**src/rtl/sdram_arbiter_rr.sv**
```systemverilog
// Round-robin SDRAM slot arbiter for NCH clients.
// Splits 8/16/32-bit big-endian accesses into 16-bit SDRAM word ops.
module sdram_arbiter_rr #(
    parameter int NCH           = 3,
    parameter int ABUS_WIDTH    = 23,
    parameter int REFRESH_EVERY = 2
) (
    input  logic                      clk,
    input  logic                      reset,
    input  logic                      access_slot,
    input  logic [NCH-1:0]            req,
    input  logic [NCH-1:0]            we,
    input  logic [2*NCH-1:0]          size,
    input  logic [NCH*ABUS_WIDTH-1:0] adrs,
    input  logic [NCH*32-1:0]         wdata,
    output logic [NCH-1:0]            ack,
    output logic [31:0]               rdata,
    output logic [ABUS_WIDTH-2:0]     sdram_addr,
    output logic                      sdram_read,
    output logic                      sdram_write,
    output logic                      sdram_lb,
    output logic                      sdram_ub,
    output logic                      sdram_refresh,
    output logic [15:0]               sdram_do,
    input  logic [15:0]               sdram_di,
    input  logic                      sdram_busy
);

    localparam int CW = (NCH > 1) ? $clog2(NCH) : 1;
    localparam int SW = $clog2(REFRESH_EVERY);
    localparam int WW = ABUS_WIDTH - 1;

    typedef enum logic [1:0] {
        S_IDLE,
        S_ISSUE,
        S_WAIT,
        S_ACK
    } state_t;

    typedef struct packed {
        logic [WW-1:0] addr;
        logic          lb;
        logic          ub;
        logic [15:0]   dout;
    } op_t;

    // Address, lane enables and write data of sub-op i of an access.
    function automatic op_t split(
        input logic [ABUS_WIDTH-1:0] a,
        input logic [1:0]            sz,
        input logic [31:0]           d,
        input logic [1:0]            i
    );
        op_t o;
        o.addr = a[ABUS_WIDTH-1:1] + WW'(i);
        o.lb   = 1'b0;
        o.ub   = 1'b0;
        o.dout = 16'h0000;
        case ({sz, a[0]})
            3'b000: begin
                o.ub   = 1'b1;
                o.dout = {d[7:0], d[7:0]};
            end
            3'b001: begin
                o.lb   = 1'b1;
                o.dout = {d[7:0], d[7:0]};
            end
            3'b010: begin
                o.lb   = 1'b1;
                o.ub   = 1'b1;
                o.dout = d[15:0];
            end
            3'b011: begin
                if (i == 2'd0) begin
                    o.lb   = 1'b1;
                    o.dout = {8'h00, d[15:8]};
                end else begin
                    o.ub   = 1'b1;
                    o.dout = {d[7:0], 8'h00};
                end
            end
            3'b100: begin
                o.lb   = 1'b1;
                o.ub   = 1'b1;
                o.dout = (i == 2'd0) ? d[31:16] : d[15:0];
            end
            3'b101: begin
                if (i == 2'd0) begin
                    o.lb   = 1'b1;
                    o.dout = {8'h00, d[31:24]};
                end else if (i == 2'd1) begin
                    o.lb   = 1'b1;
                    o.ub   = 1'b1;
                    o.dout = d[23:8];
                end else begin
                    o.ub   = 1'b1;
                    o.dout = {d[7:0], 8'h00};
                end
            end
            default: ;
        endcase
        return o;
    endfunction

    // True when sub-op i is the final one of the access.
    function automatic logic op_last(
        input logic [1:0] sz,
        input logic       a0,
        input logic [1:0] i
    );
        logic [1:0] n;
        case ({sz, a0})
            3'b011:  n = 2'd1;
            3'b100:  n = 2'd1;
            3'b101:  n = 2'd2;
            default: n = 2'd0;
        endcase
        return i == n;
    endfunction

    // Winner searching upward from rr+1; MSB flags that anyone won.
    function automatic logic [CW:0] rr_pick(
        input logic [NCH-1:0] p,
        input logic [CW-1:0]  rr
    );
        logic [CW:0]   r;
        logic [CW-1:0] s;
        int            c;
        r = '0;
        for (int i = NCH; i >= 1; i--) begin
            c = (int'(rr) + i) % NCH;
            s = CW'(c);
            if (p[s]) r = {1'b1, s};
        end
        return r;
    endfunction

    state_t              state_q, state_d;
    logic [SW-1:0]       slot_q, slot_d;
    logic [CW-1:0]       rr_q, rr_d;
    logic [CW-1:0]       grant_q, grant_d;
    logic                we_q, we_d;
    logic [1:0]          size_q, size_d;
    logic [ABUS_WIDTH-1:0] adrs_q, adrs_d;
    logic [31:0]         wdata_q, wdata_d;
    logic [1:0]          idx_q, idx_d;
    logic [31:0]         asm_q, asm_d;
    logic [NCH-1:0]      ack_q, ack_d;
    logic [31:0]         rdata_q, rdata_d;
    logic [WW-1:0]       addr_q, addr_d;
    logic                lb_q, lb_d;
    logic                ub_q, ub_d;
    logic [15:0]         do_q, do_d;

    logic                refresh_slot;
    logic                client_slot;
    logic                fire;
    logic [CW:0]         arb;
    logic                sel_we;
    logic [1:0]          sel_size;
    logic [ABUS_WIDTH-1:0] sel_adrs;
    logic [31:0]         sel_wdata;
    op_t                 first_op;
    op_t                 next_op;
    logic [31:0]         captured;

    // Slot classification and the combinational command strobes.
    always_comb begin
        refresh_slot  = (slot_q == SW'(REFRESH_EVERY - 1));
        client_slot   = access_slot & ~refresh_slot;
        sdram_refresh = access_slot & refresh_slot;
        fire          = (state_q == S_ISSUE) & client_slot & ~sdram_busy;
        sdram_read    = fire & ~we_q;
        sdram_write   = fire & we_q;
        slot_d        = slot_q;
        if (access_slot) slot_d = refresh_slot ? '0 : slot_q + SW'(1);
    end

    // Arbitration and selection of the winning channel's request fields.
    always_comb begin
        arb       = rr_pick(req & ~ack_q, rr_q);
        sel_we    = 1'b0;
        sel_size  = 2'b00;
        sel_adrs  = '0;
        sel_wdata = '0;
        for (int i = 0; i < NCH; i++) begin
            if (arb[CW-1:0] == CW'(i)) begin
                sel_we    = we[i];
                sel_size  = size[2*i +: 2];
                sel_adrs  = adrs[i*ABUS_WIDTH +: ABUS_WIDTH];
                sel_wdata = wdata[i*32 +: 32];
            end
        end
        first_op = split(sel_adrs, sel_size, sel_wdata, 2'd0);
        next_op  = split(adrs_q, size_q, wdata_q, idx_q + 2'd1);
        captured = asm_q;
        if (lb_q && ub_q)
            captured = {asm_q[15:0], sdram_di};
        else if (ub_q)
            captured = {asm_q[23:0], sdram_di[15:8]};
        else if (lb_q)
            captured = {asm_q[23:0], sdram_di[7:0]};
    end

    // Transaction FSM: next state, latched request and registered outputs.
    always_comb begin
        state_d = state_q;
        rr_d    = rr_q;
        grant_d = grant_q;
        we_d    = we_q;
        size_d  = size_q;
        adrs_d  = adrs_q;
        wdata_d = wdata_q;
        idx_d   = idx_q;
        asm_d   = asm_q;
        rdata_d = rdata_q;
        addr_d  = addr_q;
        lb_d    = lb_q;
        ub_d    = ub_q;
        do_d    = do_q;
        ack_d   = '0;
        case (state_q)
            S_IDLE: begin
                if (arb[CW]) begin
                    grant_d = arb[CW-1:0];
                    we_d    = sel_we;
                    size_d  = sel_size;
                    adrs_d  = sel_adrs;
                    wdata_d = sel_wdata;
                    idx_d   = 2'd0;
                    asm_d   = '0;
                    if (sel_size == 2'b11) begin
                        state_d = S_ACK;
                    end else begin
                        state_d = S_ISSUE;
                        addr_d  = first_op.addr;
                        lb_d    = first_op.lb;
                        ub_d    = first_op.ub;
                        do_d    = first_op.dout;
                    end
                end
            end
            S_ISSUE: begin
                if (fire) state_d = S_WAIT;
            end
            S_WAIT: begin
                if (!sdram_busy) begin
                    if (!we_q) asm_d = captured;
                    if (op_last(size_q, adrs_q[0], idx_q)) begin
                        state_d = S_ACK;
                    end else begin
                        state_d = S_ISSUE;
                        idx_d   = idx_q + 2'd1;
                        addr_d  = next_op.addr;
                        lb_d    = next_op.lb;
                        ub_d    = next_op.ub;
                        do_d    = next_op.dout;
                    end
                end
            end
            S_ACK: begin
                for (int i = 0; i < NCH; i++)
                    ack_d[i] = (grant_q == CW'(i));
                rdata_d = asm_q;
                rr_d    = grant_q;
                state_d = S_IDLE;
            end
            default: state_d = S_IDLE;
        endcase
    end

    // State and datapath registers; reset aborts any transaction.
    always_ff @(posedge clk or posedge reset) begin
        if (reset) begin
            state_q <= S_IDLE;
            slot_q  <= '0;
            rr_q    <= CW'(NCH - 1);
            grant_q <= '0;
            we_q    <= 1'b0;
            size_q  <= 2'b00;
            adrs_q  <= '0;
            wdata_q <= '0;
            idx_q   <= 2'd0;
            asm_q   <= '0;
            ack_q   <= '0;
            rdata_q <= '0;
            addr_q  <= '0;
            lb_q    <= 1'b0;
            ub_q    <= 1'b0;
            do_q    <= '0;
        end else begin
            state_q <= state_d;
            slot_q  <= slot_d;
            rr_q    <= rr_d;
            grant_q <= grant_d;
            we_q    <= we_d;
            size_q  <= size_d;
            adrs_q  <= adrs_d;
            wdata_q <= wdata_d;
            idx_q   <= idx_d;
            asm_q   <= asm_d;
            ack_q   <= ack_d;
            rdata_q <= rdata_d;
            addr_q  <= addr_d;
            lb_q    <= lb_d;
            ub_q    <= ub_d;
            do_q    <= do_d;
        end
    end

    assign ack        = ack_q;
    assign rdata      = rdata_q;
    assign sdram_addr = addr_q;
    assign sdram_lb   = lb_q;
    assign sdram_ub   = ub_q;
    assign sdram_do   = do_q;

endmodule
```
**config.mk**
```make
export PLATFORM = sky130hd
export DESIGN_NAME = sdram_arbiter_rr
export DESIGN_NICKNAME = d
export VERILOG_FILES = /design/src/rtl/sdram_arbiter_rr.sv
export SDC_FILE = /design/constraint.sdc
export NUM_CORES = 1
export LEC_CHECK = 0
export BUFFER_PORTS_ARGS = -buffer_cell sky130_fd_sc_hd__buf_2
export CAP_MARGIN = 20
export CORE_MARGIN = 2
export CORE_UTILIZATION = 45
export DETAILED_ROUTE_END_ITERATION = 6
export PLACE_DENSITY = 0.67
export SKIP_LAST_GASP = 1
export SYNTH_ARGS = -nofsm -noshare
export SYNTH_HDL_FRONTEND = slang
export SYNTH_SLANG_ARGS = --single-unit
```
**constraint.sdc**
```tcl
create_clock -name clk -period 7.1 [get_ports clk]
set_input_delay 0.355 -clock clk [delete_from_list [all_inputs] [get_ports clk]]
set_output_delay 0.355 -clock clk [all_outputs]
set_load 0.01 [all_outputs]
```
==> reports/results.ini <==
[drt]
vias = 9536
drt_iter0_markers = 836
wirelength_um = 31150
drc = 2
viasPerCell = 5.811
ant_nets = 0
wire_per_inst_um = 18.98
dr.pass1.iters = 7

[finish]
final_util = 0.5614
nets = 1551
area.growth.synth_to_final_pct = 21.37
layout-drive-gt1-share = 0.3093

[synth]
synth_common_cells = dfrtp_1, nand2_1, a21oi_1
async_flop_share = 1.000
synth-seq-cells = 174
ys_types = 57
synth_top_area_share = 0.4263
yosysMostFrequentCell = dfrtp_1
yosysTopAreaCell = dfrtp_1
syn-cell-area_sq_um = 10160
netlist_instances = 1120
synth-edff-count = 0
synthTopCellsByArea = dfrtp_1, mux2_2, a21oi_1
synth_ff_type = dfrtp_1
avgSynthCellArea_sq_um = 9.068
synth_nets = 1325
yosysSeqAreaShare = 0.4289
yosys_warnings = 0

[status]
outcome = finished, violations left
violations = DRC

[setup_path]
worstPathRequired_ns = 7.38
end_kind = flip-flop
critPathMaxFanout = 59
cp_data_arrival_time_ns = 4.41
start_kind = flip-flop
worstSetupPathType = flip-flop to flip-flop

[grt]
grt_pass1_vias = 9197
overflow = 0
grt_pass1_wl_um = 49470
grt_usage = 0.2610
grt_use_met3 = 0.04007
grt-busiest-layer = met2
grt_use_met1 = 0.3605
met2_usage = 0.4386
antenna_found_initial = 5
grt_start_max_net_pins = 119

[timing]
fmax_mhz = 242.0
worst_pin_slew_ns = 1.059
hold_ws_ns = 0.1077
rsz0062_at_grt = no
drv_slew = 0
max_slew_margin = 0.2911
period_share = 0.5820
finalHoldViolations = 0
fin_worst_skew_ns = 0.009442
setup_viol = 0
period_minus_slack_ns = 4.132
tns_ns = 0

[die]
core_sq_um = 21960
initial_core_util = 0.4625
num_rows = 54
dieWidth_um = 154.2
chipHeight_um = 154.2
ioPinCount = 275
die_area_sq_um = 23790

[clock_network]
path_clk_slew_ns = 0.07
cts_hold_buf = 0
post_cts_resized = 0
cts.sinks = 174
cts_buffers = 17
cts_tree = built
cts.htree.levels = 4
insertion_delay_ns = 0.43
cts_root_buf = clkbuf_16
postCtsSetupBuffers = 0
ctsLongestPathBuffers = 2

[power]
pwr-share-clk = 0.150
powerDensity_nw_per_um2 = 532.1
total_power_w = 0.006559
peakVddDrop_mv = 0.2474
sw_frac_of_total = 0.4773
comb_power_share = 0.584
p_int_w = 0.003429
p_seq_frac = 0.266
switchingPower_w = 0.003131
power.static_leakage_nw = 5.932

[place]
hpwl_um = 22350
gp_congestion = 0.9013
port_buffers = 274

[flow_run]
drv_cap = 0

[hold_path]
hold_path_class = primary input to async pin

[cell families after synthesis]
group	synth area share
buffers and inverters	0.04250
AO/OA/AOI/OAI	0.2177
adder cells (fa/ha/maj)	0.01158
flip-flops	0.4289
multiplexers	0.1377
AND/OR/NAND/NOR	0.1427
XOR/XNOR	0.01897
[metrics by stage]
step	area, sq um	setup WS [ns]	instances
after floorplan	10160	2.030	1120
after global placement	11650	2.766	1604
after detailed placement	11650	2.663	1604
after CTS	12260	2.623	1635
after global routing	12330	2.676	1641
final	12330	2.968	1641
[routing by layer]
metal,wire length (um),share of wire,vias up
met5,0,0,-
li1,-,-,4490
met1,13570,0.44,4565
met4,522,0.017,0
met3,2127,0.068,45
met2,14920,0.48,436
[cell type report]
| class | instances | area, sq um |
|---|---|---|
| Tap cell | 280 | 350.3 |
| Multi-Input combinational cell | 851 | 5415 |
| Sequential cell | 174 | 4355 |
| Clock inverter | 13 | 178.9 |
| Inverter | 9 | 38.79 |
| Timing Repair Buffer | 293 | 1551 |
| Antenna cell | 3 | 7.507 |
| Clock buffer | 18 | 429.2 |
| Fill cell | 1993 | 9632 |
[cells in the final DEF (no fill, tap or decap), types with 3 or more instances in the layout]
cell	n
buf_2	274
nand3_1	12
and3_1	10
nor3b_1	5
clkbuf_16	17
o31ai_1	34
a31oi_1	12
inv_8	3
nand3b_1	3
nand2b_1	8
a211oi_1	15
mux2i_1	46
nor3_1	13
xor2_1	16
nor2_1	110
bufinv_16	3
a211o_1	6
o32ai_1	9
nand2_1	154
a22oi_1	41
mux2_2	82
o22ai_1	6
nand4_1	3
a21oi_1	151
a222oi_1	9
a21o_1	13
o21ai_0	42
xnor2_1	6
diode_2	3
o21ai_1	3
inv_1	8
inv_6	5
buf_4	16
ha_1	7
dfrtp_1	173
[worst paths after layout]
kind	start	end	slack (ns)	cells after the start
setup / recovery	rr_q[0]	sdram_do[10]	2.97	13
hold / removal	reset	adrs_q[22]	0.11	2
setup reg to reg	rr_q[0]	sdram_do[10]	2.97	13
hold reg to reg	sdram_addr[9]	sdram_addr[9]	0.48	1
max in group asynchronous	reset	wdata_q[24]	5.48	3
min in group clk	access_slot	refresh_slot	0.15	2
[power groups by stage]
stage | clock network [W] | registers [W] | logic, W
2_1_floorplan | 0 | 0.00171 | 0.00275
3_3_place_gp | 0 | 0.00174 | 0.00368
3_5_place_dp | 0 | 0.00175 | 0.00375
4_1_cts | 0.000999 | 0.00174 | 0.00376
5_1_grt | 0.00104 | 0.00180 | 0.00423
6_report | 0.000985 | 0.00174 | 0.00383
[worst max-delay path: stages (launching register included)]
cell and delay (ns):
dfrtp_1 0.38, inv_1 0.08, ha_1 0.50, nor4bb_1 0.26, o21ai_0 0.19, and2_4 0.20
a21oi_4 0.49, buf_4 0.44, nor2_4 0.07, buf_4 0.30, a22oi_1 0.49, o22ai_1 0.16
a211oi_1 0.27, o21ai_0 0.10
[sequential cells by signal (all words and copies together), names as in the netlist, 2 cells and up]
| register | count |
|---|---|
| ack | 3 |
| adrs_q | 23 |
| asm_q | 32 |
| grant_q | 2 |
| idx_q | 2 |
| rdata | 32 |
| rr_q | 2 |
| sdram_addr | 22 |
| sdram_do | 16 |
| size_q | 2 |
| state_q | 2 |
| wdata_q | 32 |
Note: power is estimated with default switching activity, not from simulation.
